===== src/rtl/seg_scan_pkg.sv =====
// ---------------------------------------------------------------------------
// seg_scan_pkg
//   Shared definitions for the 8-digit 7-segment scanner:
//     - the all-off / none-selected output constants for either polarity
//     - the 16-entry hex-to-segment table (active-low, bit order g..a)
//     - the display-state record held in the shadow and active registers
//   No ports; imported by seg_scan and hex_to_seg7.
// ---------------------------------------------------------------------------
package seg_scan_pkg;

  // Active-low 7-segment patterns, element i is the pattern for hex digit i.
  // Bit order within each entry is g,f,e,d,c,b,a (bit 6 down to bit 0).
  localparam logic [15:0][6:0] HEX_SEG7_TABLE = {
    7'h0E,  // F
    7'h06,  // E
    7'h21,  // d
    7'h46,  // C
    7'h03,  // b
    7'h08,  // A
    7'h10,  // 9
    7'h00,  // 8
    7'h78,  // 7
    7'h02,  // 6
    7'h12,  // 5
    7'h19,  // 4
    7'h30,  // 3
    7'h24,  // 2
    7'h79,  // 1
    7'h40   // 0
  };

  // Everything held by one display snapshot: eight hex digits plus masks.
  typedef struct packed {
    logic [31:0] digits;
    logic [7:0]  dp;
    logic [7:0]  blank;
  } dispState_t;

  // Segment byte with every segment and the decimal point dark.
  function automatic logic [7:0] segAllOff(input bit actLow);
    return actLow ? 8'hFF : 8'h00;
  endfunction

  // Select byte with no digit enabled.
  function automatic logic [7:0] selNone(input bit actLow);
    return actLow ? 8'hFF : 8'h00;
  endfunction

endpackage


===== src/rtl/seg_scan_hex.sv =====
// ---------------------------------------------------------------------------
// hex_to_seg7
//   Purely combinational hex-digit to 7-segment decoder.
//   Ports:
//     hex_i  in  4  hex value 0-F
//     seg_o  out 7  active-low segments, bit order g,f,e,d,c,b,a
// ---------------------------------------------------------------------------
module hex_to_seg7
  import seg_scan_pkg::*;
(
  input  logic [3:0] hex_i,
  output logic [6:0] seg_o
);

  assign seg_o = HEX_SEG7_TABLE[hex_i];

endmodule


===== src/rtl/seg_scan.sv =====
// ---------------------------------------------------------------------------
// seg_scan
//   Time-multiplexed 8-digit 7-segment scanner feeding the 74HC595 driver.
//   A divider splits time into slots of SCAN_CNT cycles; each slot drives one
//   digit, with the first BLANK_CNT cycles dark to avoid ghosting. Display
//   values are staged in shadow registers and copied into the active set only
//   at the frame boundary, so a frame never mixes old and new digits.
//   Ports:
//     clk          in   1   system clock
//     reset        in   1   asynchronous reset, active-high
//     digits       in   32  digit i = digits[4i+3:4i]
//     dp_mask      in   8   bit i lights the decimal point of digit i
//     blank_mask   in   8   bit i blanks digit i for its whole slot
//     update       in   1   strobe: capture digits/masks into the shadow set
//     seg          out  8   {dp,g,f,e,d,c,b,a}, registered
//     sel          out  8   one-hot digit select, registered
//     frame_start  out  1   high on the divider wrap where slot 7 -> slot 0
// ---------------------------------------------------------------------------
module seg_scan
  import seg_scan_pkg::*;
#(
  parameter int SCAN_CNT    = 50000,
  parameter int BLANK_CNT   = 500,
  parameter bit SEG_ACT_LOW = 1'b1,
  parameter bit SEL_ACT_LOW = 1'b0
) (
  input  logic        clk,
  input  logic        reset,
  input  logic [31:0] digits,
  input  logic [7:0]  dp_mask,
  input  logic [7:0]  blank_mask,
  input  logic        update,
  output logic [7:0]  seg,
  output logic [7:0]  sel,
  output logic        frame_start
);

  localparam int DIV_W = (SCAN_CNT > 1) ? $clog2(SCAN_CNT) : 1;
  localparam logic [DIV_W-1:0] DIV_MAX   = DIV_W'(SCAN_CNT - 1);
  localparam logic [DIV_W-1:0] BLANK_END = DIV_W'(BLANK_CNT);
  localparam logic [7:0] SEG_OFF  = segAllOff(SEG_ACT_LOW);
  localparam logic [7:0] SEL_NONE = selNone(SEL_ACT_LOW);

  logic [DIV_W-1:0] div_q, div_d;
  logic [2:0]       idx_q, idx_d;
  dispState_t       shadow_q, shadow_d;
  dispState_t       active_q, active_d;
  logic [7:0]       seg_q, seg_d;
  logic [7:0]       sel_q, sel_d;

  dispState_t dispIn;
  logic       slotWrap;
  logic       frameWrap;
  logic [3:0] curHex;
  logic [6:0] curSeg7;
  logic [7:0] segActLow;
  logic [7:0] selOneHot;

  assign dispIn = {digits, dp_mask, blank_mask};
  assign curHex = active_q.digits[{idx_q, 2'b00} +: 4];

  hex_to_seg7 u_hex_to_seg7 (
    .hex_i (curHex),
    .seg_o (curSeg7)
  );

  // Next-state logic: divider/slot stepping, shadow staging, frame-boundary
  // copy into the active set, and the per-slot output bytes. The output bytes
  // are built from the current div/idx so they appear one clock later.
  always_comb begin
    slotWrap  = (div_q == DIV_MAX);
    frameWrap = slotWrap && (idx_q == 3'd7);

    div_d = slotWrap ? '0 : div_q + DIV_W'(1);
    idx_d = slotWrap ? idx_q + 3'd1 : idx_q;

    shadow_d = update ? dispIn : shadow_q;

    // A strobe landing on the boundary cycle goes straight to the active set,
    // otherwise it would miss this frame and wait a whole extra frame.
    active_d = active_q;
    if (frameWrap) begin
      active_d = update ? dispIn : shadow_q;
    end

    // Table is active-low; a lit decimal point clears bit 7.
    segActLow = {~active_q.dp[idx_q], curSeg7};
    selOneHot = 8'b0000_0001 << idx_q;

    seg_d = SEG_OFF;
    sel_d = SEL_NONE;
    if ((div_q >= BLANK_END) && !active_q.blank[idx_q]) begin
      seg_d = SEG_ACT_LOW ? segActLow : ~segActLow;
      sel_d = SEL_ACT_LOW ? ~selOneHot : selOneHot;
    end
  end

  // State and output registers. Reset forces the display dark at once and
  // restarts the scan at slot 0 with an all-zero display.
  always_ff @(posedge clk or posedge reset) begin
    if (reset) begin
      div_q    <= '0;
      idx_q    <= '0;
      shadow_q <= '0;
      active_q <= '0;
      seg_q    <= SEG_OFF;
      sel_q    <= SEL_NONE;
    end else begin
      div_q    <= div_d;
      idx_q    <= idx_d;
      shadow_q <= shadow_d;
      active_q <= active_d;
      seg_q    <= seg_d;
      sel_q    <= sel_d;
    end
  end

  assign seg         = seg_q;
  assign sel         = sel_q;
  assign frame_start = frameWrap;

endmodule

===== config.mk =====
export PLATFORM = sky130hd
export DESIGN_NAME = seg_scan
export DESIGN_NICKNAME = d
export VERILOG_FILES = /design/src/rtl/seg_scan_pkg.sv /design/src/rtl/seg_scan_hex.sv /design/src/rtl/seg_scan.sv
export SDC_FILE = /design/constraint.sdc
export NUM_CORES = 1
export LEC_CHECK = 0
export BUFFER_PORTS_ARGS = -buffer_cell sky130_fd_sc_hd__buf_2
export CAP_MARGIN = 0
export CELL_PAD_IN_SITES_DETAIL_PLACEMENT = 0
export CELL_PAD_IN_SITES_GLOBAL_PLACEMENT = 1
export CORE_MARGIN = 2
export CORE_UTILIZATION = 44
export DETAILED_ROUTE_END_ITERATION = 8
export PLACE_DENSITY_LB_ADDON = 0.1
export SLEW_MARGIN = 0
export SYNTH_ARGS = -nofsm -noshare
export SYNTH_HDL_FRONTEND = slang
export SYNTH_SLANG_ARGS = --single-unit

===== constraint.sdc =====
create_clock -name clk -period 3.4 [get_ports clk]
set_input_delay 0.17 -clock clk [delete_from_list [all_inputs] [get_ports clk]]
set_output_delay 0.17 -clock clk [all_outputs]
set_load 0.02 [all_outputs]

==> flow_summary.yaml, run 1 <==
flow_run:
  drv_cap: 0
global_route:
  antenna_found_initial: 0
  grt_pass1_wl_um: 18650
  grt_pass1_vias: 3609
  grt_overflow: 0
  grt.total_usage: 0.1738
  grt_max_degree: 57
worst_setup_path:
  cp_data_required_time_ns: 3.23
  worstSetupEndpointType: "output port"
  start_kind: "register"
  critPathArrivalTime_ns: 2.50
  worstSetupPathType: "reg -> out"
  critPathMaxFanout: 15
route:
  routed_wl_um: 10940
  first_pass_iters: 4
  wire_per_inst_um: 16.11
  route.vias.total: 3366
  viasPerCell: 4.957
  drtAntennaViolNets: 0
  drc: 0
  drt-initial-drc-count: 202
synthesis:
  synthArstFlopShare: 1.000
  synth_edf_count: 0
  ys_seq_elements: 131
  netlist_area_mm2: 0.005712
  synth_nets: 451
  synth.avg_cell_area_um2: 14.80
  ys_types: 46
  ys.flop_type: "dfrtp_1"
  yosysSeqAreaShare: 0.5757
  yosys_warnings: 0
  syn_inst: 386
layout:
  antenna_cells: 0
  nets: 560
  final_cell_mix: "dfrtp_1 (123), mux2_2 (88), buf_2 (67)"
  layout-drive-gt1-share: 0.4477
  final_common_cell: "dfrtp_1"
  area_growth_syn_to_layout_pct: 25.06
timing:
  tightest_slew_ns: 1.167
  layout_min_cycle_time_ns: 2.674
  setup_violations: 0
  slew_headroom: 0.2223
  setup_tns_ns: 0
  timing.final.crit_share: 0.7864
  fmax_ghz: 0.3740
  finalMaxSlewViolations: 0
  fin_skew_ns: 0.01167
  finalHoldViolations: 0
  rsz0062_at_grt: "false"
clock_network:
  cts.clk_slew.worst_paths_ns: 0.06
  clk_latency_ns: 0.43
  numCtsBuffers: 17
  cts-root-buf: "clkbuf_16"
  cts_max_level: 4
  cts_hold_buf: 34
  cts.repair.resized: 0
  cts.sinks: 131
  cts_tree: "built"
  cts_setup_buffers: 0
  clock_path_buffers: 2
floorplan:
  fp.dieH_um: 117.9
  die_w_um: 117.9
  start_util: 0.4508
  dieArea_mm2: 0.01391
  rows: 41
  core_mm2: 0.01267
  io_pins: 68
placement:
  gp_congestion: 0.7959
  hpwl_um: 7291
  numPortBuffers: 67
outcome:
  status: "completed"
power_and_ir_drop:
  p_per_area_mw_per_mm2: 518.9
  power_leakage_nw: 3.276
  total_power_w: 0.003707
  ir_worst_vdd_uv: 340.2
hold_path:
  hold_path.class: "in -> reg"
[cell families (layout without fill, tap and decap cells)]
group / after synthesis / count (layout) / share of synthesized area
buffers and inverters: 28 / 149 / 0.02694
xor gates and xnor gates: 14 / 14 / 0.02147
DFF: 131 / 131 / 0.5757
adders and majority gates: 14 / 14 / 0.03067
muxes: 113 / 113 / 0.2587
and+or+nand+nor: 65 / 65 / 0.05893
AOI/OAI and AO/OA: 21 / 21 / 0.02760
[per-stage QoR]
step / hold WS, ns / area (µm²) / worst slack (ns) / std cells / util
after floorplan: 0.3354 / 5715 / 1.233 / 386 / -
after global placement: 0.3902 / 6216 / 0.8488 / 613 / 0.4906
after detailed placement: 0.4012 / 6216 / 0.7311 / 613 / 0.4906
after CTS: 0.0009382 / 7133 / 0.6789 / 678 / 0.5630
after global routing: 0.006916 / 7143 / 0.5207 / 679 / 0.5637
final: 0.01107 / 7143 / 0.7264 / 679 / 0.5637
[Yosys cell counts, drive strengths merged, types with 2 or more instances]
cell type / number / area (µm²)
buf: 14 / 101.4
dfrtp: 123 / 3078
mux4: 12 / 281.5
dfstp: 8 / 210.2
o221ai: 3 / 26.28
nand2b: 2 / 12.51
ha: 14 / 175.2
nand3: 7 / 35.03
nor2: 13 / 48.80
mux2i: 3 / 55.05
mux2: 98 / 1141
o21ai: 5 / 28.78
xor2: 3 / 26.28
nand2: 18 / 70.07
inv: 11 / 41.29
nor4: 3 / 25.02
and3: 6 / 37.54
clkbuf: 3 / 11.26
a21oi: 5 / 36.29
nor2b: 2 / 12.51
nor3: 4 / 25.02
o211ai: 3 / 22.52
and2: 6 / 40.04
xnor2: 11 / 96.34
[flip-flops by register name, indices dropped and copies added (netlist names)]
| name | flops |
|---|---|
| active_q | 48 |
| shadow_q | 48 |
| div_q | 16 |
| sel | 8 |
| idx_q | 3 |
| seg | 8 |
[path summary, 6_finish.rpt]
check                               from           end  slack (ns)  cells after the start
min in group asynchronous          reset  shadow_q[14]        0.47                      3
min                        blank_mask[3]   shadow_q[3]        0.01                      2
max                             div_q[0]   frame_start        0.73                      8
min reg2reg                     div_q[0]      div_q[0]        0.49                      1
max in group asynchronous          reset  active_q[37]        1.98                      4
max reg2reg                     idx_q[0]        seg[5]        0.75                      9
[final cells by class]
cell class,instances,area [µm²]
clock buffer,19,442.9
sequential,131,3288
clock inverter,12,133.9
fill,1091,5528
multi-input combinational,227,2270
tap,172,215.2
inverter,11,45.04
timing repair buffer,107,748.2
[report_power, final]
part	switching, W	internal, W	leakage, nW	total [W]
Combinational	0.000115	0.000147	1.38	0.000262
Clock	0.000675	0.00109	0.267	0.00177
Sequential	0.0000318	0.00165	1.63	0.00168
Total	0.000821	0.00289	3.28	0.00371
[layer usage]
metal  wire [µm]  track usage  vias to the layer above
li1            -            -                     1589
met1        5182       0.2324                     1691
met2        5109       0.2624                       72
met4         149      0.06551                        0
met5           0            0                        -
met3         498      0.05959                       14
[critical path: stages, from the launching register on]
cell	delay, ns
dfrtp_1	0.41
ha_1	0.25
and3_1	0.24
and3_1	0.19
buf_4	0.19
nand2_2	0.26
buf_4	0.32
inv_1	0.06
buf_2	0.16
Power figures use the tool's default switching activity.
==> run 2: changes to the inputs <==
CORE_UTILIZATION = 48   (was 44)
clock period = 2.6 ns   (was 3.4 ns; I/O delays follow)
==> run 2 against run 1 <==
Effect of this change:
- the flow now finishes with violations (design-rule violations)
- cell area rose by 2.4%
- utilization rose by 7.1 points
- hold slack improved by 0.31 ns
- global-route usage rose by 1.5 points
- sequential cell count did not move
- critical path type is now reg -> reg
- critical endpoint is now seg[5]
- register-to-register slack got worse by 0.49 ns
- die area fell by 8.1%
- highest routed layer unchanged
==> flow_summary.yaml, run 2 (synthesis gave the netlist of run 1 again) <==
outcome:
  status: "finished with violations"
  violations: "design-rule violations"
layout:
  layout-drive-gt1-share: 0.4343
  fillCellCount: 903
  seqCellArea_mm2: 0.003288
  multi_input_area_mm2: 0.002270
  final_cell_mix: "dfrtp_1 (123), mux2_2 (88), buf_2 (67)"
  reg_top3: "active_q x48, shadow_q x48, div_q x16"
  area_growth_syn_to_layout_pct: 28.04
  antenna_cells: 0
  utilization: 0.6351
  final_common_cell: "dfrtp_1"
  final_cells: 668
  nets: 577
floorplan:
  dieArea_mm2: 0.01279
  io_pins: 68
  die_w_um: 113.1
  rows: 39
  start_util: 0.4960
  fp.dieH_um: 113.1
  core_mm2: 0.01152
global_route:
  grt_pass1_wl_um: 18460
  grt.total_usage: 0.1890
  grt_util_met2: 0.2810
  antenna_found_initial: 0
  grt_max_degree: 132
  busiest_layer: "met2"
  grt_overflow: 0
  use_met1: 0.2629
  grt_pass1_vias: 3636
  grt_util_met3: 0.05463
clock_network:
  cts_tree: "built"
  numCtsBuffers: 17
  cts-root-buf: "clkbuf_16"
  cts.sinks: 131
  cts_max_level: 4
  cts.repair.resized: 0
  clock_path_buffers: 2
  cts.clk_slew.worst_paths_ns: 0.06
  clk_latency_ns: 0.41
power_and_ir_drop:
  power_leakage_nw: 3.376
  p_per_area_mw_per_mm2: 689.6
  ir_worst_vdd_uv: 505.3
hold_path:
  hold_path.class: "in -> reg"
  hp-start: "update"
  hold_depth: 2
  holdPathEnd: "shadow_q[23]"
placement:
  numPortBuffers: 67
  hpwl_um: 7095
  dp.cells: 587
  gp_congestion: 0.8736
flow_run:
  drv_cap: 0
worst_setup_path:
  rrSetupSlack_ns: 0.26
  critPathMaxFanout: 8
  rr_startpoint: "idx_q[0]"
  rr_worst_depth: 9
  cp_data_required_time_ns: 2.92
  crit_path_max_incr_delay_ns: 0.57
  worstSetupEndpointType: "register"
  critPathArrivalTime_ns: 2.66
  crit_chain: "mux4_2, nand2_1, nand2_1, inv_1, ha_1, inv_1, nor2_1, a21oi_1, o221ai_1"
  worstReg2RegEnd: "seg[5]"
  slowest_stage: "dfrtp_1"
  start_kind: "register"
  worstSetupPathType: "reg -> reg"
route:
  drc: 3
  routed_wl_um: 10680
  first_pass_iters: 8
  wire_per_inst_um: 15.99
  drt-initial-drc-count: 228
  route.vias.total: 3401
  drtAntennaViolNets: 0
  viasPerCell: 5.091
timing:
  slew_headroom: 0.5377
  finalMaxSlewViolations: 0
  finalHoldViolations: 0
  setup_tns_ns: 0
  fmax_ghz: 0.4281
  fin_skew_ns: 0.005058
  setup_violations: 0
  layout_min_cycle_time_ns: 2.336
  tightest_slew_ns: 0.6934
  timing.final.crit_share: 0.8985
  rsz0062_at_grt: "false"
[run 2: changes by cell type in the layout (fill, tap and decap cells not counted), sizes merged]
cell	change
buf	+3
dlygate4sd3	+14
inv	-1
clkinv	-2
clkinvlp	-2
clkbuf	+4
bufinv	+2
[run 2: area by class of cell]
class / count / area share
Multi-Input combinational cell: 227 / 0.3104
Sequential cell: 131 / 0.4496
Inverter: 11 / 0.006159
Clock inverter: 9 / 0.02087
Timing Repair Buffer: 124 / 0.1246
Tap cell: 143 / 0.02447
Clock buffer: 23 / 0.06399
[run 2: timing repair]
action / in CTS / in global routing
buffers inserted: 0 / 0
hold buffers: 49 / 0
hold endpoints to repair: 171 / 0
[run 2: worst max path at each step]
stage | endpoint | start | slack [ns]
3_3_place_gp | seg[5] | idx_q[0] | 0.38
5_1_grt | seg[5] | idx_q[0] | 0.006
3_5_place_dp | seg[5] | idx_q[0] | 0.26
4_1_cts | frame_start | idx_q[0] | 0.20
6_report | seg[5] | idx_q[0] | 0.26
2_1_floorplan | seg[3] | idx_q[0] | 0.43
[run 2: critical path, delay by kind of cell (launching register included)]
kind	cells	cell delay [ns]
buffers and inverters	2	0.20
DFF	1	0.57
adders and majority gates	1	0.23
AOI/OAI and AO/OA	2	0.27
and+or+nand+nor	3	0.41
muxes	1	0.56
[run 2: report_power, final]
group          internal, W  switching, W
Combinational     0.000207      0.000152
Sequential         0.00215     0.0000414
Clock              0.00165      0.000839
[run 2: layer usage]
| metal | vias up | routed length [µm] |
|---|---|---|
| met5 | - | 0 |
| li1 | 1617 | - |
| met1 | 1722 | 5308 |
| met3 | 10 | 354 |
| met2 | 52 | 4846 |
| met4 | 0 | 168 |
[run 2: metrics by stage]
step | hold WS, ns | area (µm²) | power, W | worst slack (ns)
6_report | 0.3254 | 7313 | 0.005043 | 0.2638
5_1_grt | 0.3301 | 7313 | 0.005244 | 0.005719
4_1_cts | 0.3034 | 7313 | 0.005100 | 0.2047
3_5_place_dp | 0.3828 | 6202 | 0.002538 | 0.2573
3_3_place_gp | 0.3800 | 6202 | 0.002527 | 0.3839
2_1_floorplan | 0.2954 | 5715 | 0.002430 | 0.4334
==> run 3: changes to the inputs <==
CORE_UTILIZATION = 45   (was 48)
MAX_ROUTING_LAYER = met4   (was default)
TNS_END_PERCENT = 100   (was default)
==> run 3 against run 2 <==
Effect of this change:
- the run now ends clean
- hold slack got worse by 0.0041 ns
- via count fell by 0.47%
- register-to-register slack barely moved
- total power rose by 0.21%
- highest routed layer unchanged
==> flow_summary.yaml, run 3 (synthesis gave the netlist of run 1 again) <==
outcome:
  status: "completed"
floorplan:
  io_pins: 68
  dieArea_mm2: 0.01361
  fp.dieH_um: 116.7
  core_mm2: 0.01252
  die_w_um: 116.7
  rows: 41
  start_util: 0.4563
power_and_ir_drop:
  p_per_area_mw_per_mm2: 686.5
  ir_worst_vdd_uv: 461.2
  power_leakage_nw: 3.396
global_route:
  grt_overflow: 0
  grt.total_usage: 0.1857
  grt_pass1_vias: 3512
  antenna_found_initial: 0
  grt_max_degree: 91
  grt_pass1_wl_um: 18310
worst_setup_path:
  worstSetupEndpointType: "output port"
  rr_startpoint: "idx_q[0]"
  start_kind: "register"
  cp_data_required_time_ns: 2.47
  critPathArrivalTime_ns: 2.24
  worstSetupPathType: "reg -> out"
  critPathMaxFanout: 49
  cp-startpoint: "idx_q[0]"
layout:
  final_common_cell: "dfrtp_1"
  antenna_cells: 0
  final_cell_mix: "dfrtp_1 (123), mux2_2 (88), buf_2 (67)"
  reg_top3: "active_q x48, shadow_q x48, div_q x16"
  final_area_mm2: 0.007362
  fillCellCount: 1060
  area_growth_syn_to_layout_pct: 28.89
  layout-drive-gt1-share: 0.4400
  nets: 577
timing:
  worst_hold_slack_ns: 0.3213
  fin_skew_ns: 0.007836
  finalHoldViolations: 0
  fmax_ghz: 0.4227
  finalMaxSlewViolations: 0
  setup_violations: 0
  slew_headroom: 0.6586
  layout_min_cycle_time_ns: 2.366
  setup_tns_ns: 0
  setup_slack_ns: 0.2340
  tightest_slew_ns: 0.5120
  timing.final.crit_share: 0.9100
  rsz0062_at_grt: "false"
placement:
  numPortBuffers: 67
  preCtsSetupSlack_ns: 0.2661
  dpl_cell_area_mm2: 0.006238
  gp_congestion: 0.7974
  hpwl_um: 7194
clock_network:
  cts_tree: "built"
  cts-root-buf: "clkbuf_16"
  clock_path_buffers: 2
  cts.clk_slew.worst_paths_ns: 0.05
  cts.sinks: 131
  clk_latency_ns: 0.41
  cts_max_level: 4
  numCtsBuffers: 17
hold_path:
  hp-start: "update"
  hold_path.class: "in -> reg"
route:
  routed_wl_um: 10910
  drt-initial-drc-count: 161
  viasPerCell: 4.857
  first_pass_iters: 4
  route.vias.total: 3385
  wire_per_inst_um: 15.65
  drtAntennaViolNets: 0
  drc: 0
flow_run:
  drv_cap: 0
run 3: cell count changes in the layout (fill, tap and decap cells not counted):
cell and delta:
clkinvlp_4 -2, clkbuf_1 -3, bufinv_16 -1, clkinv_2 +1, clkinv_4 +1, clkbuf_8 +4
run 3: worst max-delay path: stages, from the launching register on:
cell	delay (ns)
dfrtp_1	0.52
buf_4	0.25
ha_1	0.24
ha_1	0.21
nand2_2	0.08
buf_12	0.25
inv_1	0.06
buf_2	0.16
run 3: layout make-up:
class,count,area (µm²),share of cell area
clock buffers,24,511.7,0.06951
well taps,172,215.2,0.02923
flip-flops and latches,131,3288,0.4466
clock inverters,8,121.4,0.01649
multi-input cells,227,2270,0.3083
inverters,11,45.04,0.006118
repair buffers,124,910.9,0.1237
run 3: power by group:
group          internal [W]  total, W  switching (W)
Combinational      0.000206  0.000356       0.000149
Sequential          0.00215   0.00220      0.0000442
Clock               0.00166   0.00250       0.000843
Total               0.00402   0.00505        0.00104
run 3: path summary, 6_finish.rpt:
path	to	cells past startpoint	slack, ns
worst min-delay path	shadow_q[18]	2	0.32
max in group asynchronous	shadow_q[39]	4	1.79
worst max register to register	seg[5]	9	0.27
min in group asynchronous	active_q[13]	4	0.40
worst max-delay path	frame_start	7	0.23
worst min register to register	div_q[0]	1	0.49
run 3: metal layers:
layer  track usage  share of wire  wire, µm  vias up
met1        0.2630           0.50      5462     1687
met4       0.07059          0.016       178        0
met2        0.2593           0.45      4933       62
met3       0.04619          0.031       333       14
met5             -              0         0        -
li1              -              -         -     1622
run 3: metrics by stage:
step / instances / utilization / total power, W
2_1_floorplan: 386 / - / 0.002430
3_3_place_gp: 616 / 0.4984 / 0.002529
3_5_place_dp: 616 / 0.4984 / 0.002537
4_1_cts: 697 / 0.5882 / 0.005110
5_1_grt: 697 / 0.5882 / 0.005263
6_report: 697 / 0.5882 / 0.005054
run 3: repair_timing:
action,4_1_cts,5_1_grt
endpoints found under the setup margin,0,0
setup buffers,0,0
hold buffers,49,0
gates resized for setup,0,0
endpoints found under the hold margin,171,0
